<file path="src/rtl/parking_gate_controller.sv">
// rtl/parking_gate_controller.sv - four-spot parking gate sequencer with occupancy tracking
module parking_gate_controller #(
  parameter int GATE_CYCLES = 4
) (
  input  logic       clk,
  input  logic       rst,
  input  logic       entry_req,
  input  logic       exit_req,
  input  logic [1:0] exit_spot,
  output logic       entry_grant,
  output logic [1:0] entry_spot,
  output logic       exit_ack,
  output logic       exit_err,
  output logic       gate_open,
  output logic [3:0] parked,
  output logic [2:0] empty,
  output logic       full
);

  typedef enum logic [1:0] {
    IDLE       = 2'd0,
    ENTRY_GATE = 2'd1,
    EXIT_GATE  = 2'd2
  } state_t;

  // Counter starts one below the cycle count so the gate is high for exactly GATE_CYCLES cycles.
  localparam logic [3:0] GATE_LOAD = 4'(GATE_CYCLES - 1);

  state_t     state;
  state_t     state_nx;
  logic [3:0] gate_cnt;
  logic [3:0] gate_cnt_nx;
  logic [3:0] parked_nx;
  logic [1:0] entry_spot_nx;
  logic       entry_grant_nx;
  logic       exit_ack_nx;
  logic       exit_err_nx;
  logic [1:0] free_idx;
  logic [2:0] occupied;

  // Lowest-index free spot; only meaningful when the lot is not full.
  always_comb begin
    free_idx = 2'd0;
    if (!parked[0])      free_idx = 2'd0;
    else if (!parked[1]) free_idx = 2'd1;
    else if (!parked[2]) free_idx = 2'd2;
    else                 free_idx = 2'd3;
  end

  // Occupancy-derived status, straight from the registered vector.
  always_comb begin
    occupied = {2'b00, parked[0]} + {2'b00, parked[1]} + {2'b00, parked[2]} + {2'b00, parked[3]};
  end

  assign empty     = 3'd4 - occupied;
  assign full      = (parked == 4'b1111);
  assign gate_open = (state != IDLE);

  // Next-state and next-output decision: exit beats entry, gate states ignore requests.
  always_comb begin
    state_nx       = state;
    gate_cnt_nx    = gate_cnt;
    parked_nx      = parked;
    entry_spot_nx  = entry_spot;
    entry_grant_nx = 1'b0;
    exit_ack_nx    = 1'b0;
    exit_err_nx    = 1'b0;
    case (state)
      IDLE: begin
        if (exit_req) begin
          if (parked[exit_spot]) begin
            parked_nx   = parked & ~(4'b0001 << exit_spot);
            exit_ack_nx = 1'b1;
            gate_cnt_nx = GATE_LOAD;
            state_nx    = EXIT_GATE;
          end else begin
            // Bad exit index: report it without opening the gate or touching occupancy.
            exit_err_nx = 1'b1;
          end
        end else if (entry_req && !full) begin
          parked_nx      = parked | (4'b0001 << free_idx);
          entry_spot_nx  = free_idx;
          entry_grant_nx = 1'b1;
          gate_cnt_nx    = GATE_LOAD;
          state_nx       = ENTRY_GATE;
        end
      end
      ENTRY_GATE, EXIT_GATE: begin
        if (gate_cnt == 4'd0) begin
          state_nx = IDLE;
        end else begin
          gate_cnt_nx = gate_cnt - 4'd1;
        end
      end
      default: begin
        state_nx = IDLE;
      end
    endcase
  end

  // State, counter, occupancy and pulse registers; reset wipes the occupancy vector.
  always_ff @(posedge clk) begin
    if (rst) begin
      state       <= IDLE;
      gate_cnt    <= 4'd0;
      parked      <= 4'b0000;
      entry_spot  <= 2'd0;
      entry_grant <= 1'b0;
      exit_ack    <= 1'b0;
      exit_err    <= 1'b0;
    end else begin
      state       <= state_nx;
      gate_cnt    <= gate_cnt_nx;
      parked      <= parked_nx;
      entry_spot  <= entry_spot_nx;
      entry_grant <= entry_grant_nx;
      exit_ack    <= exit_ack_nx;
      exit_err    <= exit_err_nx;
    end
  end

endmodule

</file>
<file path="config.mk">
export PLATFORM = sky130hd
export DESIGN_NAME = parking_gate_controller
export DESIGN_NICKNAME = d
export VERILOG_FILES = /design/src/rtl/parking_gate_controller.sv
export SDC_FILE = /design/constraint.sdc
export NUM_CORES = 1
export LEC_CHECK = 0
export BUFFER_PORTS_ARGS = -buffer_cell sky130_fd_sc_hd__buf_4
export CAP_MARGIN = 20
export CORE_MARGIN = 2
export CORE_UTILIZATION = 55
export CTS_BUF_LIST = sky130_fd_sc_hd__clkbuf_16
export CTS_CLUSTER_SIZE = 10
export DETAILED_ROUTE_END_ITERATION = 7
export GPL_ROUTABILITY_DRIVEN = 0
export HOLD_SLACK_MARGIN = 0.03
export PLACE_DENSITY = 0.86
export SYNTH_ARGS = -nofsm -noshare
export SYNTH_HDL_FRONTEND = slang
export SYNTH_SLANG_ARGS = --single-unit
</file>
<file path="constraint.sdc">
create_clock -name clk -period 4.32 [get_ports clk]
set_clock_uncertainty 0.05 [all_clocks]
set_input_delay 0.648 -clock clk [delete_from_list [all_inputs] [get_ports clk]]
set_output_delay 0.648 -clock clk [all_outputs]
set_load 0.01 [all_outputs]
</file>
==> impl_metrics.sql <==
INSERT INTO impl_metrics (metric_group, metric, value, unit) VALUES
('clock_tree', 'postCtsResizedCells', '0', ''),
('placed_design', 'place.detailed.hpwl', '1.48', 'mm'),
('floorplanning', 'die_width', '43.1', 'um'),
('grt', 'gr-total-overflow', '0', ''),
('synth', 'synth_nets', '110', ''),
('clock_tree', 'post-cts-setup-buffers', '0', ''),
('clock_tree', 'clock_sinks', '15', ''),
('drt', 'routed_via_density', '6.12', ''),
('synth', 'synthMuxAreaShare', '2.68', '%'),
('floorplanning', 'initial_utilization', '57.1', '%'),
('synth', 'synth-xor-area-share', '0', '%'),
('timing', 'rsz0062_at_grt', 'no', ''),
('status', 'outcome', 'completed', ''),
('synth', 'ys_async_sr_fraction', '0', '%'),
('run', 'number_of_maximum_capacitance_constraint_violations', '0', ''),
('clock_tree', 'cts_inserted_buffers', '3', ''),
('floorplanning', 'area_enclosed_by_the_die_boundary', '0.00186', 'mm2'),
('timing', 'worst_slew_margin_rel', '52.2', '%'),
('grt', 'global_route.usage.total', '24.5', '%'),
('timing', 'setup_viol_count_final', '0', ''),
('pwr', 'ir_worst_vdd', '0.262', 'mV'),
('clock_tree', 'clk_transition_reported_paths', '0.05', 'ns'),
('drt', 'postRouteWirelength', '2.09', 'mm'),
('synth', 'number_of_cells_produced_by_synthesis', '98', ''),
('clock_tree', 'cts_max_path_buffers', '2', ''),
('synth', 'yosys.area_share.adder', '9.82', '%'),
('floorplanning', 'number_of_core_rows', '14', ''),
('grt', 'via_count_of_the_first_global_routing_pass', '762', ''),
('timing', 'maximum_achievable_frequency', '0.390', 'GHz'),
('clock_tree', 'cts_max_level', '1', ''),
('synth', 'netlist-cell-type-count', '36', ''),
('drt', 'detail_route.first_pass.iterations', '4', ''),
('grt', 'grt_util_met3', '5.11', '%'),
('setup_path', 'crit_required', '3.62', 'ns'),
('synth', 'syn-cell-area', '841', 'um2'),
('finish', 'area.growth.synth_to_final', '27.4', '%'),
('min_path', 'hold_depth', '2', ''),
('finish', 'nets', '131', ''),
('finish', 'final_layout_size_suffix_gt1_share', '22.9', '%'),
('grt', 'grt.met1_usage', '31.7', '%'),
('clock_tree', 'ctsRootBufferMaster', 'sky130_fd_sc_hd__clkbuf_16', ''),
('synth', 'synth_top_family_by_area', 'compound AO/OA/AOI/OAI gates', ''),
('setup_path', 'worst_setup_path_start_kind', 'register', ''),
('grt', 'grt_first_pass_wirelength', '3.42', 'mm'),
('grt', 'maximum_number_of_pins_on_one_net_before_global_route_repair', '15', ''),
('drt', 'drt-initial-drc-count', '24', ''),
('floorplanning', 'pin_count', '20', ''),
('timing', 'period_minus_slack', '2.57', 'ns'),
('pwr', 'leakagePower', '0.468', 'nW'),
('placed_design', 'place_area', '992', 'um2'),
('clock_tree', 'holdBufCountCts', '0', ''),
('grt', 'met2_usage', '39.7', '%'),
('grt', 'antenna_found_initial', '0', ''),
('finish', 'commonest_cells_after_routing_fill_and_taps_aside', '19 x sky130_fd_sc_hd__buf_4, 15 x sky130_fd_sc_hd__dfxtp_1, 12 x sky130_fd_sc_hd__inv_1', ''),
('pwr', 'cellPowerDensity', '380', 'mW/mm2'),
('timing', 'final-hold-violation-count', '0', ''),
('synth', 'synth_compound_gate_area_share', '25.9', '%'),
('finish', 'finalInstanceArea', '0.00107', 'mm2'),
('drt', 'num_vias', '820', ''),
('grt', 'grt.busiest_layer', 'met2', ''),
('finish', 'antennaDiodeCount', '0', ''),
('finish', 'most_common_cell_after_layout_fill_and_taps_aside', 'sky130_fd_sc_hd__buf_4', ''),
('synth', 'yosys_warnings', '0', ''),
('synth', 'number_of_enable_flip_flop_cells_after_synthesis', '0', ''),
('timing', 'worst-slew-pin-transition', '0.711', 'ns'),
('synth', 'synth-seq-cells', '15', ''),
('setup_path', 'crit_path_end_kind', 'primary output', ''),
('synth', 'synth_area_per_cell', '8.58', 'um2'),
('placed_design', 'placement.io_buffers', '19', ''),
('min_path', 'worstHoldPathType', 'reg -> reg', ''),
('synth', 'synth-seq-area-share', '35.7', '%');
synth_stat cells, drive strengths merged, types with 2 or more instances:
master	number	area share [%]
o21ai	2	1.2
nand2	10	4.5
nand2b	2	1.5
o211a	2	2.4
a31oi	2	1.5
and2b	2	1.8
clkbuf	2	0.89
inv	12	5.4
a41oi	2	3.0
a21oi	11	6.5
or3	2	1.5
ha	5	7.4
nand4	3	2.2
dfxtp	15	36
nor3	2	1.2
nand3	4	2.4
nor2	4	1.8
registers in the layout (all words and copies together), names as in the netlist:
signal / flops
exit_ack: 1
exit_err: 1
gate_cnt: 4
state: 2
parked: 4
entry_spot: 2
entry_grant: 1
where the power goes:
| group | internal (mW) | switching [mW] |
|---|---|---|
| sequential | 0.145 | 0.00637 |
| combinational | 0.0319 | 0.0448 |
| clock | 0.123 | 0.0561 |
cells by family (layout without fill, tap and decap cells):
group,after synthesis,in the layout
compound gates,29,29
fa+ha+maj,6,6
buf+inv,15,35
flops,15,15
mux,1,1
simple gates,32,32
metrics by stage:
| stage | util, % | hold WS [ns] | worst slack [ns] | std cells |
|---|---|---|---|---|
| 5_1_grt | 72.8 | 0.438 | 1.70 | 134 |
| 3_5_place_dp | 67.4 | 0.397 | 2.03 | 130 |
| 3_3_place_gp | 67.4 | 0.390 | 2.10 | 130 |
| 2_1_floorplan | - | 0.400 | 2.18 | 98 |
| 6_report | 72.8 | 0.400 | 1.75 | 134 |
| 4_1_cts | 72.8 | 0.404 | 1.76 | 134 |
worst max-delay path, cell delays in order (launching register included):
cell,delay [ns]
sky130_fd_sc_hd__dfxtp_1,0.39
sky130_fd_sc_hd__fa_1,0.57
sky130_fd_sc_hd__inv_1,0.05
sky130_fd_sc_hd__ha_1,0.18
sky130_fd_sc_hd__ha_1,0.29
sky130_fd_sc_hd__buf_4,0.15
final cells by class:
type	count	area [um2]
clock buffer	3	75.1
clock inverter	1	3.75
fill	118	400
inverter	12	45.0
multi-input combinational	68	484
sequential	15	300
tap	16	20.0
timing repair buffer	19	143
final timing paths:
kind	from	to	slack [ns]
max	parked[1]	empty[1]	1.75
min	entry_spot[0]	entry_spot[0]	0.40
max reg2reg	gate_cnt[0]	gate_cnt[1]	2.38
min reg2reg	entry_spot[0]	entry_spot[0]	0.40
layer usage:
metal	wire (um)	vias to the layer above
li1	-	399
met1	970	379
met2	961	35
met3	116	7
met4	46	0
met5	0	-
Note: power is estimated with default switching activity, not from simulation.
